==> src/rtl/btb_table.sv <==
// Branch target buffer: combinational PC lookup, registered resolved-branch update.
// Optional 2-bit direction counters are enabled by defining BTB_COUNTER_EN.
module btb_table #(
  parameter int ADDR_WIDTH = 32,
  parameter int DEPTH      = 8,
  parameter int IDX_W      = $clog2(DEPTH)
) (
  input  logic                  clk,
  input  logic                  reset,
  input  logic [ADDR_WIDTH-1:0] lookup_pc,
  output logic                  pred_hit,
  output logic                  pred_taken,
  output logic [ADDR_WIDTH-1:0] pred_target,
  input  logic                  upd_valid,
  input  logic [ADDR_WIDTH-1:0] upd_pc,
  input  logic                  upd_taken,
  input  logic [ADDR_WIDTH-1:0] upd_target,
  input  logic                  flush,
  output logic [IDX_W:0]        occupancy
);

  logic [DEPTH-1:0]      valid_q, valid_d;
  logic [ADDR_WIDTH-1:0] key_q    [DEPTH];
  logic [ADDR_WIDTH-1:0] key_d    [DEPTH];
  logic [ADDR_WIDTH-1:0] target_q [DEPTH];
  logic [ADDR_WIDTH-1:0] target_d [DEPTH];
  logic [IDX_W-1:0]      rr_q, rr_d;
  logic [IDX_W:0]        occ_q, occ_d;

  logic                  look_hit_s;
  logic [IDX_W-1:0]      look_idx_s;
  logic                  upd_hit_s;
  logic [IDX_W-1:0]      upd_idx_s;
  logic                  free_s;
  logic [IDX_W-1:0]      free_idx_s;
  logic [IDX_W-1:0]      victim_s;

`ifdef BTB_COUNTER_EN
  logic [1:0] cnt_q [DEPTH];
  logic [1:0] cnt_d [DEPTH];

  function automatic logic [1:0] cnt_inc(input logic [1:0] c);
    return (c == 2'b11) ? 2'b11 : c + 2'b01;
  endfunction

  function automatic logic [1:0] cnt_dec(input logic [1:0] c);
    return (c == 2'b00) ? 2'b00 : c - 2'b01;
  endfunction
`endif

  // Priority searches: lowest index wins for lookup, update match and free slot.
  always_comb begin
    look_hit_s = 1'b0;
    look_idx_s = {IDX_W{1'b0}};
    upd_hit_s  = 1'b0;
    upd_idx_s  = {IDX_W{1'b0}};
    free_s     = 1'b0;
    free_idx_s = {IDX_W{1'b0}};
    for (int i = DEPTH - 1; i >= 0; i--) begin
      if (valid_q[i] && (key_q[i] == lookup_pc)) begin
        look_hit_s = 1'b1;
        look_idx_s = IDX_W'(i);
      end else begin
        look_hit_s = look_hit_s;
      end
      if (valid_q[i] && (key_q[i] == upd_pc)) begin
        upd_hit_s = 1'b1;
        upd_idx_s = IDX_W'(i);
      end else begin
        upd_hit_s = upd_hit_s;
      end
      if (!valid_q[i]) begin
        free_s     = 1'b1;
        free_idx_s = IDX_W'(i);
      end else begin
        free_s = free_s;
      end
    end
  end

  assign pred_hit    = look_hit_s;
  assign pred_target = look_hit_s ? target_q[look_idx_s] : {ADDR_WIDTH{1'b0}};
`ifdef BTB_COUNTER_EN
  assign pred_taken  = look_hit_s & cnt_q[look_idx_s][1];
`else
  assign pred_taken  = look_hit_s;
`endif
  assign occupancy   = occ_q;
  assign victim_s    = free_s ? free_idx_s : rr_q;

  // Next-state: flush beats update; fills take free slots, replacements advance rr.
  always_comb begin
    valid_d  = valid_q;
    key_d    = key_q;
    target_d = target_q;
    rr_d     = rr_q;
    occ_d    = occ_q;
`ifdef BTB_COUNTER_EN
    cnt_d    = cnt_q;
`endif
    if (flush) begin
      valid_d = {DEPTH{1'b0}};
      rr_d    = {IDX_W{1'b0}};
      occ_d   = {(IDX_W + 1){1'b0}};
    end else if (upd_valid) begin
      if (upd_hit_s) begin
        if (upd_taken) begin
          target_d[upd_idx_s] = upd_target;
`ifdef BTB_COUNTER_EN
          cnt_d[upd_idx_s]    = cnt_inc(cnt_q[upd_idx_s]);
`endif
        end else begin
`ifdef BTB_COUNTER_EN
          cnt_d[upd_idx_s]    = cnt_dec(cnt_q[upd_idx_s]);
`else
          target_d[upd_idx_s] = target_q[upd_idx_s];
`endif
        end
      end else if (upd_taken) begin
        valid_d[victim_s]  = 1'b1;
        key_d[victim_s]    = upd_pc;
        target_d[victim_s] = upd_target;
`ifdef BTB_COUNTER_EN
        cnt_d[victim_s]    = 2'b10;
`endif
        if (free_s) begin
          occ_d = occ_q + (IDX_W + 1)'(1'b1);
        end else begin
          rr_d  = rr_q + IDX_W'(1'b1);
        end
      end else begin
        valid_d = valid_q;
      end
    end else begin
      valid_d = valid_q;
    end
  end

  // Control state with asynchronous reset.
  always_ff @(posedge clk or posedge reset) begin
    if (reset) begin
      valid_q <= {DEPTH{1'b0}};
      rr_q    <= {IDX_W{1'b0}};
      occ_q   <= {(IDX_W + 1){1'b0}};
    end else begin
      valid_q <= valid_d;
      rr_q    <= rr_d;
      occ_q   <= occ_d;
    end
  end

`ifdef BTB_COUNTER_EN
  // Direction counters reset to weakly not-taken.
  always_ff @(posedge clk or posedge reset) begin
    if (reset) begin
      for (int i = 0; i < DEPTH; i++) begin
        cnt_q[i] <= 2'b01;
      end
    end else begin
      cnt_q <= cnt_d;
    end
  end
`endif

  // Keys and targets are gated by valid, so they carry no reset.
  always_ff @(posedge clk) begin
    key_q    <= key_d;
    target_q <= target_d;
  end

endmodule

==> config.mk <==
export PLATFORM = sky130hd
export DESIGN_NAME = btb_table
export DESIGN_NICKNAME = d
export VERILOG_FILES = /design/src/rtl/btb_table.sv
export SDC_FILE = /design/constraint.sdc
export NUM_CORES = 2
export LEC_CHECK = 0
export CORE_UTILIZATION = 40
export CTS_BUF_LIST = sky130_fd_sc_hd__clkbuf_4
export CTS_CLUSTER_DIAMETER = 60
export CTS_CLUSTER_SIZE = 16
export DETAILED_ROUTE_END_ITERATION = 8
export MAX_ROUTING_LAYER = met4
export PLACE_DENSITY = 0.71
export REMOVE_ABC_BUFFERS = 1
export SETUP_SLACK_MARGIN = 0.15
export SKIP_CTS_REPAIR_TIMING = 1
export SYNTH_ARGS = -nofsm -noshare
export SYNTH_HDL_FRONTEND = slang
export SYNTH_SLANG_ARGS = --single-unit
export TNS_END_PERCENT = 30
==> constraint.sdc <==
create_clock -name clk -period 5.5 [get_ports clk]
set_input_delay 1.375 -clock clk [delete_from_list [all_inputs] [get_ports clk]]
set_output_delay 1.375 -clock clk [all_outputs]
set_load 0.005 [all_outputs]
### Word-level counts from Yosys, hierarchy flattened

Cells that the tools add are included.

| operators by class | value |
|---|---|
| eq/ne operators | 18 |
| magnitude comparators | 7 |
| muxes and demuxes | 83 |
| $add $sub $neg | 2 |
| reduce and logical (&&, ||, !) cells | 28 |
| bitwise logic cells | 6 |

Operators with widths:

| cell | count |
|---|---|
| bitwise mux 256 bit | 4 |
| 2-to-1 mux 256 bit | 3 |
| equality test 32 bit | 16 |
| 2-to-1 mux 32 bit | 7 |
| binary-select mux 32 bit (select 3 bit) | 2 |
| demux 32 bit (select 3 bit) | 2 |
| 2-to-1 mux 3 bit | 30 |
| 2-to-1 mux 8 bit | 4 |
| 2-to-1 mux 1 bit | 25 |
| 2-to-1 mux 4 bit | 5 |
| logical AND 1 bit | 19 |
| >= comparator 4 bit, second input constant | 3 |
| NOT 3 -> 4 bit | 3 |
| AND reduction 4 bit | 3 |
| < comparator 4 x 1 -> 1 bit, second input constant | 2 |
| bitwise OR 8 bit | 1 |
| nonzero test 2 bit | 4 |
| AND reduction 3 bit | 2 |
| adder 4 x 1 -> 4 bit, second input constant | 1 |
| < comparator 3 x 4 -> 1 bit, second input constant | 1 |
| inequality test 2 bit, second input constant | 2 |
| adder 3 x 1 -> 3 bit, second input constant | 1 |
| demux 1 bit (select 3 bit) | 1 |
| >= comparator 3 x 1 -> 1 bit, second input constant | 1 |
| NOT 1 bit | 2 |

| storage, ports and cells | value |
|---|---|
| logic and storage cells | 163 |
| input bits | 101 |
| output and inout bits | 38 |
| register bits after elaboration | 527 |

### Depth between registers and ports, before layout

| depth | value |
|---|---|
| depth in word-level cells | 18 |
| depth in mapped cells | 15 |
| gate-level depth less buffers | 10 |

### Least setup slack after synthesis

Ideal clock, no wire load.

| timing path | value |
|---|---|
| path kind | input port to flip-flop |
| from | input port upd_pc[23] |
| to | register target_q[100] (netlist bit), enable pin |
| data arrival time | 5627 ps |
| setup slack | -559 ps |
| setup time | 432 ps |
| path buffers | 5 |
| stages on the path | 15 |
| cell sequence | buf_4 > xor2_1 > nor4b_1 > and3_1 > and3_1 > buf_4 > or4b_4 > or3_1 > clkbuf_1 > or2_1 > buf_6 > nor2_8 > inv_2 > buf_6 > a21oi_1 |

| on the way | value |
|---|---|
| word-level cells in the longest chain between the ends | 12 |
| elaborated cells between the ends (all ways) | 26 |

Ends and longest elaborated chain:

| item | line | source |
|---|---|---|
| start, declared | 15 | `input logic [ADDR_WIDTH-1:0] upd_pc,` |
| equality test 32 bit | 66 | `if (valid_q[i] && (key_q[i] == upd_pc)) begin` |
| logical AND 1 bit | 66 |  |
| 2-to-1 mux 1 bit (7 in a row) | 66 |  |
| 2-to-1 mux 1 bit * | 66 |  |
| nonzero test 2 bit (no source line) * | -- |  |
| AND reduction 3 bit (no source line) * | -- |  |
| end signal, assigned | 168 | `target_q <= target_d;` |
| end, declared | 25 | `logic [ADDR_WIDTH-1:0] target_q [DEPTH];` |

Mark *: on every way between the ends. The rest lies on a longest branch, timed or not.
A chain may end at the register's enable or synchronous reset.

### Worst setup path in the final report

| timing path | value |
|---|---|
| from | input port lookup_pc[12] |
| to | output port pred_target[6] |

| on the way | value |
|---|---|
| word-level cells in the longest chain between the ends | 15 |
| elaborated cells between the ends (all ways) | 37 |

Ends and longest elaborated chain:

| item | line | source |
|---|---|---|
| start, declared | 10 | `input logic [ADDR_WIDTH-1:0] lookup_pc,` |
| equality test 32 bit | 60 | `if (valid_q[i] && (key_q[i] == lookup_pc)) begin` |
| logical AND 1 bit | 60 |  |
| 2-to-1 mux 3 bit (8 in a row) | 60 |  |
| NOT 3 -> 4 bit (not written as such) | 82 | `assign pred_target = look_hit_s ? target_q[look_idx_s] : {ADDR_WIDTH{1'b0}};` |
| binary-select mux 32 bit (select 3 bit) | 82 |  |
| 2-to-1 mux 32 bit (not written as such) (2 in a row) | 82 |  |
| 2-to-1 mux 32 bit * | 82 |  |
| end, declared | 13 | `output logic [ADDR_WIDTH-1:0] pred_target,` |

Mark *: on every way between the ends. The rest lies on a longest branch, timed or not. The select of a mux whose other input is x is not followed.

==> impl_metrics.ini <==
[final_layout]
final_cell_mix = 512 x edfxtp_1, 451 x buf_4, 294 x xor2_1
syn_to_final_growth_pct = 28.6
finish.instance_area_mm2 = 0.0400
layout-drive-gt1-share_pct = 27.1
final_common_cell = edfxtp_1
nNetsFinal = 3437
final_cells = 4405

[clock_tree]
cts.sinks = 527
clockBufferDepth = 3
tritoncts = built
clk_latency_ns = 1.02
cts_buffers = 52
htree_levels = 2
clk_pin_slew_worst_paths_ns = 0.10
root_buffer = clkbuf_4

[power_and_ir_drop]
power.density_mw_per_mm2 = 195
power_frac_seq_pct = 56.8
netSwitchingPower_mw = 2.19
clkPwrFrac_pct = 29.9
p_int_mw = 5.60
combPwrFrac_pct = 13.3
p_leak_nw = 14.9
peakVddDrop_v = 0.000171
swShare_pct = 28.1

[floorplan]
die_w_um = 281
fp.dieArea_mm2 = 0.0788
core_area_mm2 = 0.0765
die_h_um = 281
rows = 101
start_util_pct = 40.6
ios = 139

[worst_hold_path]
hp-class = flip-flop to flip-flop
hp-start = occupancy[3]
hold_path_depth = 2

[placed_design]
dp_cells = 4225
io_buffers = 138
place_ws_ns = -1.27
place_area_mm2 = 0.0377
dp_hpwl_mm = 88.7
place_congestion = 1.03

[critical_path]
crit_required_ns = 4.12
cp_max_fo = 7
reg2reg_depth = 12
crit_start = lookup_pc[12]
r2r_start = key_q[28]
setup.worst_path.class = input port to output pin
cp-start-kind = input port
worstSetupEndpointType = output pin
cp.arrival_ns = 4.45

[logic_synthesis]
syn-cell-area_mm2 = 0.0311
synthCells = 2773
ys_types = 74
synth_edf_count = 512
synthArstFlopShare_pct = 2.85
syn_avg_cell_area_um2 = 11.2
synth-seq-cells = 527
ys_seq_area_share_pct = 50.7
synth_top_flop_cell = edfxtp_1
ys.warnings.count = 0

[timing]
rsz0062_at_grt = yes
fin_setup_tns_ns = -7.70
slew_headroom_pct = 32.2
hold_violations = 0
hold_ws_ns = 0.551
setup_viol = 34
fin_worst_skew_ns = 0.162
slew_violations = 0
tightest_slew_ns = 1.01
fin_crit_ns = 5.83
period_share_pct = 106
max_freq_ghz = 0.172
fin_ws_ns = -0.330

[routing]
vias = 27500
wl_mm = 126
drt_pass1_iterations = 9
viasPerCell = 6.23
drc = 0
post_drt_wl_per_cell_um = 28.6
final_antenna_net_count = 0
drtIter0Drc = 3700

[grt]
grtUsageMet1_pct = 38.3
first_global_vias = 26200
grt_max_degree = 53
gr-total-overflow = 0
grt_pass1_wl_mm = 176
grt_usage_pct = 31.8
grt.met2_usage_pct = 49.4
grt_use_met3_pct = 6.88
busiest_layer = met2
antenna_found_initial = 4

[flow_run]
drv_cap = 0

[outcome]
failed_checks = setup timing
status = finished with violations
## through the flow
stage	utilization, %	total power, mW
finish	52.3	7.79
floorplan	-	4.82
detailed placement	49.3	5.46
CTS	50.4	7.70
global placement	49.3	5.45
global route	52.3	7.96
## routing by layer
layer | vias to the layer above | routed length [µm]
li1 | 11600 | -
met1 | 13200 | 45000
met2 | 2111 | 57300
met3 | 559 | 15100
met4 | 0 | 8530
met5 | - | 0
## Yosys cell counts (7+ instances only)
master     number  share of area (%)
a211oi_1       14               0.34
a21o_1         36               0.87
a21oi_1        45               0.72
a221o_1        35                1.1
a221oi_1       51                1.4
a22o_1          8               0.23
buf_1          19               0.23
buf_2          59               0.95
buf_4          21               0.51
buf_6          10               0.36
clkbuf_1      111                1.3
dfrtp_1        15                1.2
edfxtp_1      512                 49
inv_1          44               0.53
mux2_2          7               0.25
mux2i_1       148                4.8
nand2_1       289                3.5
nand2b_1       10               0.20
nand3_1        34               0.55
nand4_1        74                1.5
nand4b_1       15               0.42
nor2_1         52               0.63
nor3_1         24               0.39
nor4_1        115                2.3
nor4b_1        12               0.34
o211ai_1        8               0.19
o21ai_0       223                3.6
o21ai_1        51               0.82
o221a_2        38                1.4
o221ai_2       20               0.97
o22a_1         18               0.51
o22ai_1        27               0.54
o22ai_2         8               0.32
o2bb2ai_1      15               0.42
or3_1          10               0.20
or4_1           7               0.17
xnor2_1       215                6.1
xor2_1        296                8.3
## registers in the layout (all words and copies together) (netlist names)
register,cells
target_q,256
rr_q,3
valid_q,8
key_q,256
occupancy,4
## power groups by stage
stage / Clock, mW / Combinational [mW] / Sequential [mW]
2_1_floorplan: 0 / 0.306 / 4.51
3_3_place_gp: 0 / 0.932 / 4.52
3_5_place_dp: 0 / 0.940 / 4.52
4_1_cts: 2.33 / 0.943 / 4.43
5_1_grt: 2.46 / 1.06 / 4.43
6_report: 2.33 / 1.04 / 4.43
## cell type report
| type | instances | area, µm² |
|---|---|---|
| Clock inverter | 34 | 394 |
| Antenna cell | 6 | 15.0 |
| Inverter | 47 | 176 |
| Timing Repair Buffer | 727 | 7220 |
| Multi-Input combinational cell | 1979 | 14700 |
| Clock buffer | 55 | 413 |
| Tap cell | 1030 | 1290 |
| Fill cell | 6566 | 36500 |
| Sequential cell | 527 | 15800 |
## cells by family after synthesis
kind of cell    count (synthesis)  share of synthesized area, %
simple gates                  687                          11.5
buf+inv                       267                          3.96
mux                           155                          5.02
fa+ha+maj                       2                        0.0805
flops                         527                          50.7
compound gates                624                          14.3
xor+xnor                      511                          14.4
## worst paths after layout
check	to	slack, ns
max in group asynchronous	occupancy[0]	4.23
min reg2reg	occupancy[3]	0.55
max	pred_target[6]	-0.33
min	occupancy[3]	0.55
min in group asynchronous	valid_q[5]	0.77
max reg2reg	target_q[50]	0.93
## worst max-delay path: stages
cell and delay [ns]:
buf_2 0.21, buf_6 0.19, xnor2_2 0.13, nand4_1 0.12, nor4_2 0.30, nand4_1 0.25
o21a_1 0.21, a31o_2 0.25, a21oi_4 0.22, buf_12 0.19, buf_6 0.11, buf_12 0.11
buf_6 0.09, mux2i_1 0.17, o221a_2 0.20, o21ai_1 0.06, buf_4 0.15, buf_6 0.11
Note: power is estimated with default switching activity, not from simulation.
